### src/rtl/pipelined_alu_datapath.sv
// Multi-cycle register-file / ALU / data-memory datapath: one command per valid/ready
// handshake, executed over READ, EXEC and WRITE states, with zero flag, done pulse and op counter.
module pipelined_alu_datapath #(
    parameter int WIDTH    = 32,
    parameter int REG_ADDR = 5,
    parameter int MEM_ADDR = 5,
    parameter int CNT_W    = 16
) (
    input  logic                clk,
    input  logic                rst,
    input  logic                cmdValid,
    output logic                cmdReady,
    input  logic [2:0]          cmdOp,
    input  logic [REG_ADDR-1:0] cmdRs,
    input  logic [REG_ADDR-1:0] cmdRt,
    input  logic                cmdToMem,
    input  logic [REG_ADDR-1:0] cmdRd,
    input  logic [MEM_ADDR-1:0] cmdMemDir,
    input  logic                regWe,
    input  logic [REG_ADDR-1:0] regWdir,
    input  logic [WIDTH-1:0]    regWdata,
    input  logic [MEM_ADDR-1:0] memRdDir,
    output logic [WIDTH-1:0]    memDout,
    output logic [WIDTH-1:0]    result,
    output logic                zf,
    output logic                done,
    output logic [CNT_W-1:0]    opCount
);

    // state   | meaning
    // S_IDLE  | ready; accepts a command and direct register loads
    // S_READ  | operands A/B latched from the register file
    // S_EXEC  | ALU result and zero flag registered
    // S_WRITE | result stored to register or memory, done pulsed
    typedef enum logic [1:0] {S_IDLE, S_READ, S_EXEC, S_WRITE} state_t;

    localparam int NREG = 2 ** REG_ADDR;
    localparam int NMEM = 2 ** MEM_ADDR;

    state_t state_q, state_d;
    logic   cmd_fire;

    logic [WIDTH-1:0]    rf_q  [NREG];
    logic [WIDTH-1:0]    mem_q [NMEM];
    logic [2:0]          op_q;
    logic [REG_ADDR-1:0] rs_q, rt_q, rd_q;
    logic [MEM_ADDR-1:0] mem_dir_q;
    logic                to_mem_q;
    logic [WIDTH-1:0]    a_q, b_q;
    logic [WIDTH-1:0]    result_q;
    logic                zf_q;
    logic                done_q;
    logic [CNT_W-1:0]    cnt_q;
    logic [WIDTH-1:0]    rd_a, rd_b, alu_y;

    assign cmdReady = (state_q == S_IDLE);
    assign memDout  = mem_q[memRdDir];
    assign result   = result_q;
    assign zf       = zf_q;
    assign done     = done_q;
    assign opCount  = cnt_q;

    always_ff @(posedge clk) begin
        if (rst) state_q <= S_IDLE;
        else     state_q <= state_d;
    end

    always_comb begin
        state_d  = state_q;
        cmd_fire = 1'b0;
        case (state_q)
            S_IDLE: begin
                if (cmdValid) begin
                    cmd_fire = 1'b1;
                    state_d  = S_READ;
                end
            end
            S_READ:  state_d = S_EXEC;
            S_EXEC:  state_d = S_WRITE;
            S_WRITE: state_d = S_IDLE;
            default: state_d = S_IDLE;
        endcase
    end

    // register 0 is hardwired to zero on the read side as well as guarded on writes
    assign rd_a = (rs_q == '0) ? '0 : rf_q[rs_q];
    assign rd_b = (rt_q == '0) ? '0 : rf_q[rt_q];

    always_comb begin
        alu_y = '0;
        case (op_q)
            3'b000:  alu_y = a_q & b_q;
            3'b001:  alu_y = a_q | b_q;
            3'b010:  alu_y = a_q + b_q;
            3'b110:  alu_y = a_q - b_q;
            3'b111:  alu_y = {{(WIDTH-1){1'b0}}, ($signed(a_q) < $signed(b_q))};
            default: alu_y = '0;
        endcase
    end

    always_ff @(posedge clk) begin
        if (rst) begin
            for (int i = 0; i < NREG; i++) rf_q[i] <= '0;
            for (int i = 0; i < NMEM; i++) mem_q[i] <= '0;
            op_q      <= '0;
            rs_q      <= '0;
            rt_q      <= '0;
            rd_q      <= '0;
            mem_dir_q <= '0;
            to_mem_q  <= 1'b0;
            a_q       <= '0;
            b_q       <= '0;
            result_q  <= '0;
            zf_q      <= 1'b0;
            done_q    <= 1'b0;
            cnt_q     <= '0;
        end else begin
            done_q <= 1'b0;
            case (state_q)
                S_IDLE: begin
                    if (regWe && (regWdir != '0)) rf_q[regWdir] <= regWdata;
                    if (cmd_fire) begin
                        op_q      <= cmdOp;
                        rs_q      <= cmdRs;
                        rt_q      <= cmdRt;
                        rd_q      <= cmdRd;
                        mem_dir_q <= cmdMemDir;
                        to_mem_q  <= cmdToMem;
                    end
                end
                S_READ: begin
                    a_q <= rd_a;
                    b_q <= rd_b;
                end
                S_EXEC: begin
                    result_q <= alu_y;
                    zf_q     <= (alu_y == '0);
                end
                S_WRITE: begin
                    if (to_mem_q)          mem_q[mem_dir_q] <= result_q;
                    else if (rd_q != '0)   rf_q[rd_q]       <= result_q;
                    done_q <= 1'b1;
                    cnt_q  <= cnt_q + 1'b1;
                end
                default: ;
            endcase
        end
    end

endmodule

### config.mk
export PLATFORM = sky130hd
export DESIGN_NAME = pipelined_alu_datapath
export DESIGN_NICKNAME = d
export VERILOG_FILES = /design/src/rtl/pipelined_alu_datapath.sv
export SDC_FILE = /design/constraint.sdc
export NUM_CORES = 2
export LEC_CHECK = 0
export CORE_ASPECT_RATIO = 2
export CORE_MARGIN = 2
export CORE_UTILIZATION = 35
export DETAILED_ROUTE_END_ITERATION = 7
export DONT_BUFFER_PORTS = 1
export GPL_ROUTABILITY_DRIVEN = 0
export PLACE_DENSITY_LB_ADDON = 0.05
export SYNTH_ARGS = -nofsm -noshare
export SYNTH_HDL_FRONTEND = slang
export SYNTH_SLANG_ARGS = --single-unit
### constraint.sdc
create_clock -name clk -period 5.19 [get_ports clk]
set_clock_uncertainty 0.1 [all_clocks]
set_input_delay 0.7785 -clock clk [delete_from_list [all_inputs] [get_ports clk]]
set_output_delay 0.7785 -clock clk [all_outputs]
set_load 0.1 [all_outputs]
==> results.txt <==
Min-Delay Path Class: input port to flip-flop
CP Data Required Time: 5890 ps
register area: 64590 µm²
highest metal used: met5
Post-CTS Setup Inserts: 0
Placed Instances: 11030
ANT nets after route: 0
Initial Util: 35.14%
pwr dens: 399.8 nW/µm²
setup TNS: 0 ps
DP Area: 114700 µm²
wire per inst: 35.61 µm
top_reg_cell synth: edfxtp_1
RSZ-0062 raised after global routing: false
via density per instance: 5.611
CTS clk-pin slew, worst paths: 60 ps
worst-path fanout max: 9
area of the multi-input gates: 41630 µm²
fin crit share: 83.76%
total CTS buffers: 218
Distinct cells, synth: 86
total power: 48.69 mW
Sink Count: 2198
Worst-Margin Slew: 1291 ps
synthesis-to-finish area growth: 12.76%
CP max stage delay: 660 ps
initial DRC count: 5629
Nets: 7390
worst-case vdd ir drop: 235.0 µV
clk buf depth: 4
CP Buf/Inv Count: 1
synth warn: 0
Post-CTS Resized: 0
min Tclk post-route: 4347 ps
Met1 Routed Length: 135000 µm
die height: 789.6 µm
Post-synth EDFFs: 2048
status: finished clean
CP cell instances: inv_1 -> ha_1 -> nor4_1 -> nand2_1 -> a21o_1 -> o211ai_1 -> o22ai_1 -> a221o_1 -> mux2i_1 -> a2bb2oi_1 -> nand4_1 -> nor4_1 -> nand4_1 -> o21ai_1
post-synthesis sequential area ratio: 59.72%
Setup crit start kind: flip-flop
H-Tree Depth: 4
Die W: 396.8 µm
slew margin rel.: 13.93%
filler instances: 28310
fin cells: 11450
gr ovfl total: 0
Fmax: 0.2300 GHz
cell family with most CP delay: compound AO/OA/AOI/OAI gates
via count: 64270
WL final: 407900 µm
CTS tree: built
setup violators final: 0
total die area: 313300 µm²
WS Path Type: flip-flop to flip-flop
largest net degree at the start of global routing: 257
vias in the first global route: 68940
synthesized flop and latch total: 2198
Post-synth ARST share: 0%
design area: 121800 µm²
post-DP HPWL: 265100 µm
final number of hold-violating endpoints: 0
commonest non-fill, non-tap cell in the layout: edfxtp_1
input/output buffers: 0
post-synthesis instance area: 108000 µm²
all-layer global routing usage: 25.93%
core footprint: 307400 µm²
Critical Path AT: 5050 ps
Max Cap Viol: 0
io pins: 153
row cnt: 288
Root Buffer: clkbuf_16
initial antenna violation count: 12
first-pass GRT wire length: 561300 µm
Met3 Wirelength: 19370 µm
Pins Over Slew Limit: 0
most frequent cells in the layout: edfxtp_1, nor2_1, and2_1, mux4_2, buf_4
drt drc: 0
critical path capture point type: flip-flop
Slowest cell on crit path: nor4_1
Leak Pwr: 41.25 nW
proportion of layout cells with a drive suffix above 1: 24.69%
Pre-antenna DRT Iters: 7
clk_lat worst skew: 920 ps
Avg Inst Size Synth: 14.71 µm²
final core occ: 39.62%
met2 routed WL: 234300 µm
Mapped Cells: 7343
[cell families after synthesis]
kind of cell,count (synthesis),synth area share [%]
AOI/OAI and AO/OA,405,2.374
other,1,0.003472
xor gates and xnor gates,39,0.3163
DFF,2198,59.72
adders and majority gates,106,1.242
and+or+nand+nor,2634,11.84
buffers and inverters,836,2.929
muxes,1124,21.58
[sequential cells by signal, summed over array words and instances, names as in the netlist, 5 cells and up, named ones only]
| signal | count |
|---|---|
| mem_dir_q | 5 |
| opCount | 16 |
| rf_q | 1024 |
| rd_q | 5 |
| mem_q | 1024 |
| rs_q | 5 |
| rt_q | 5 |
| result | 32 |
| a_q | 32 |
| b_q | 32 |
[Yosys cell counts (all sizes together) (12+ instances only)]
cell type  count  area (µm²)
mux2i        132        1321
ha           104        1301
o22ai         12       75.07
inv          122       457.9
and2        1028        6431
nor3          18       90.09
nor2        1279        4803
xnor2         26       227.7
a21oi        162       810.8
a211oi        30       230.2
mux4         960       21620
edfxtp      2048       61500
nor2b         14       90.09
mux2          32       360.4
o21ai         74       374.1
nand2        195       732.0
nand4         16       100.1
xor2          13       113.9
clkbuf       602        2260
dfxtp        150        3003
nand3         27       135.1
buf          111       441.7
[power by group]
| part | total, mW | switching, mW | internal [mW] |
|---|---|---|---|
| Sequential | 21.5 | 1.32 | 20.2 |
| Clock | 16.0 | 7.18 | 8.79 |
| Combinational | 11.2 | 7.13 | 4.11 |
| Total | 48.7 | 15.6 | 33.1 |
[final timing paths]
check	startpoint	endpoint	slack, ps	cells past startpoint
worst max register to register	a_q[10]$_SDFFE_PP0N_	zf$_SDFFE_PP0P_	840	14
worst min register to register	result[16]$_SDFFE_PP0P_	result[16]$_SDFFE_PP0P_	370	2
worst min-delay path	rst	done$_SDFF_PP0_	70	2
worst max-delay path	a_q[10]$_SDFFE_PP0N_	zf$_SDFFE_PP0P_	840	14
[per-layer routing]
| metal | up-vias | global-route usage, % |
|---|---|---|
| li1 | 27120 | - |
| met1 | 34390 | 26.44 |
| met3 | 719 | 3.716 |
| met2 | 2026 | 51.62 |
| met4 | 8 | 10.62 |
| met5 | - | 0 |
[cell type report]
| cell class | instances | area share (%) |
|---|---|---|
| multi-input cells | 4340 | 34.18 |
| repair buffers | 333 | 2.599 |
| clock inverters | 90 | 0.6226 |
| diodes | 9 | 0.01849 |
| clock buffers | 300 | 4.993 |
| well taps | 4060 | 4.171 |
| flip-flops and latches | 2198 | 53.03 |
| inverters | 123 | 0.3812 |
[stage by stage]
stage,hold slack [ps],setup slack [ps]
after floorplan,344.9,477.7
after global placement,351.1,935.7
after detailed placement,355.3,901.4
after CTS,19.17,927.6
after global routing,32.52,604.1
final,74.05,842.8
[what timing repair did]
item / CTS / global route
endpoints found under the hold margin: 176 / 0
endpoints found under the setup margin: 0 / 0
hold buffers: 24 / 0
Power figures use the tool's default switching activity.
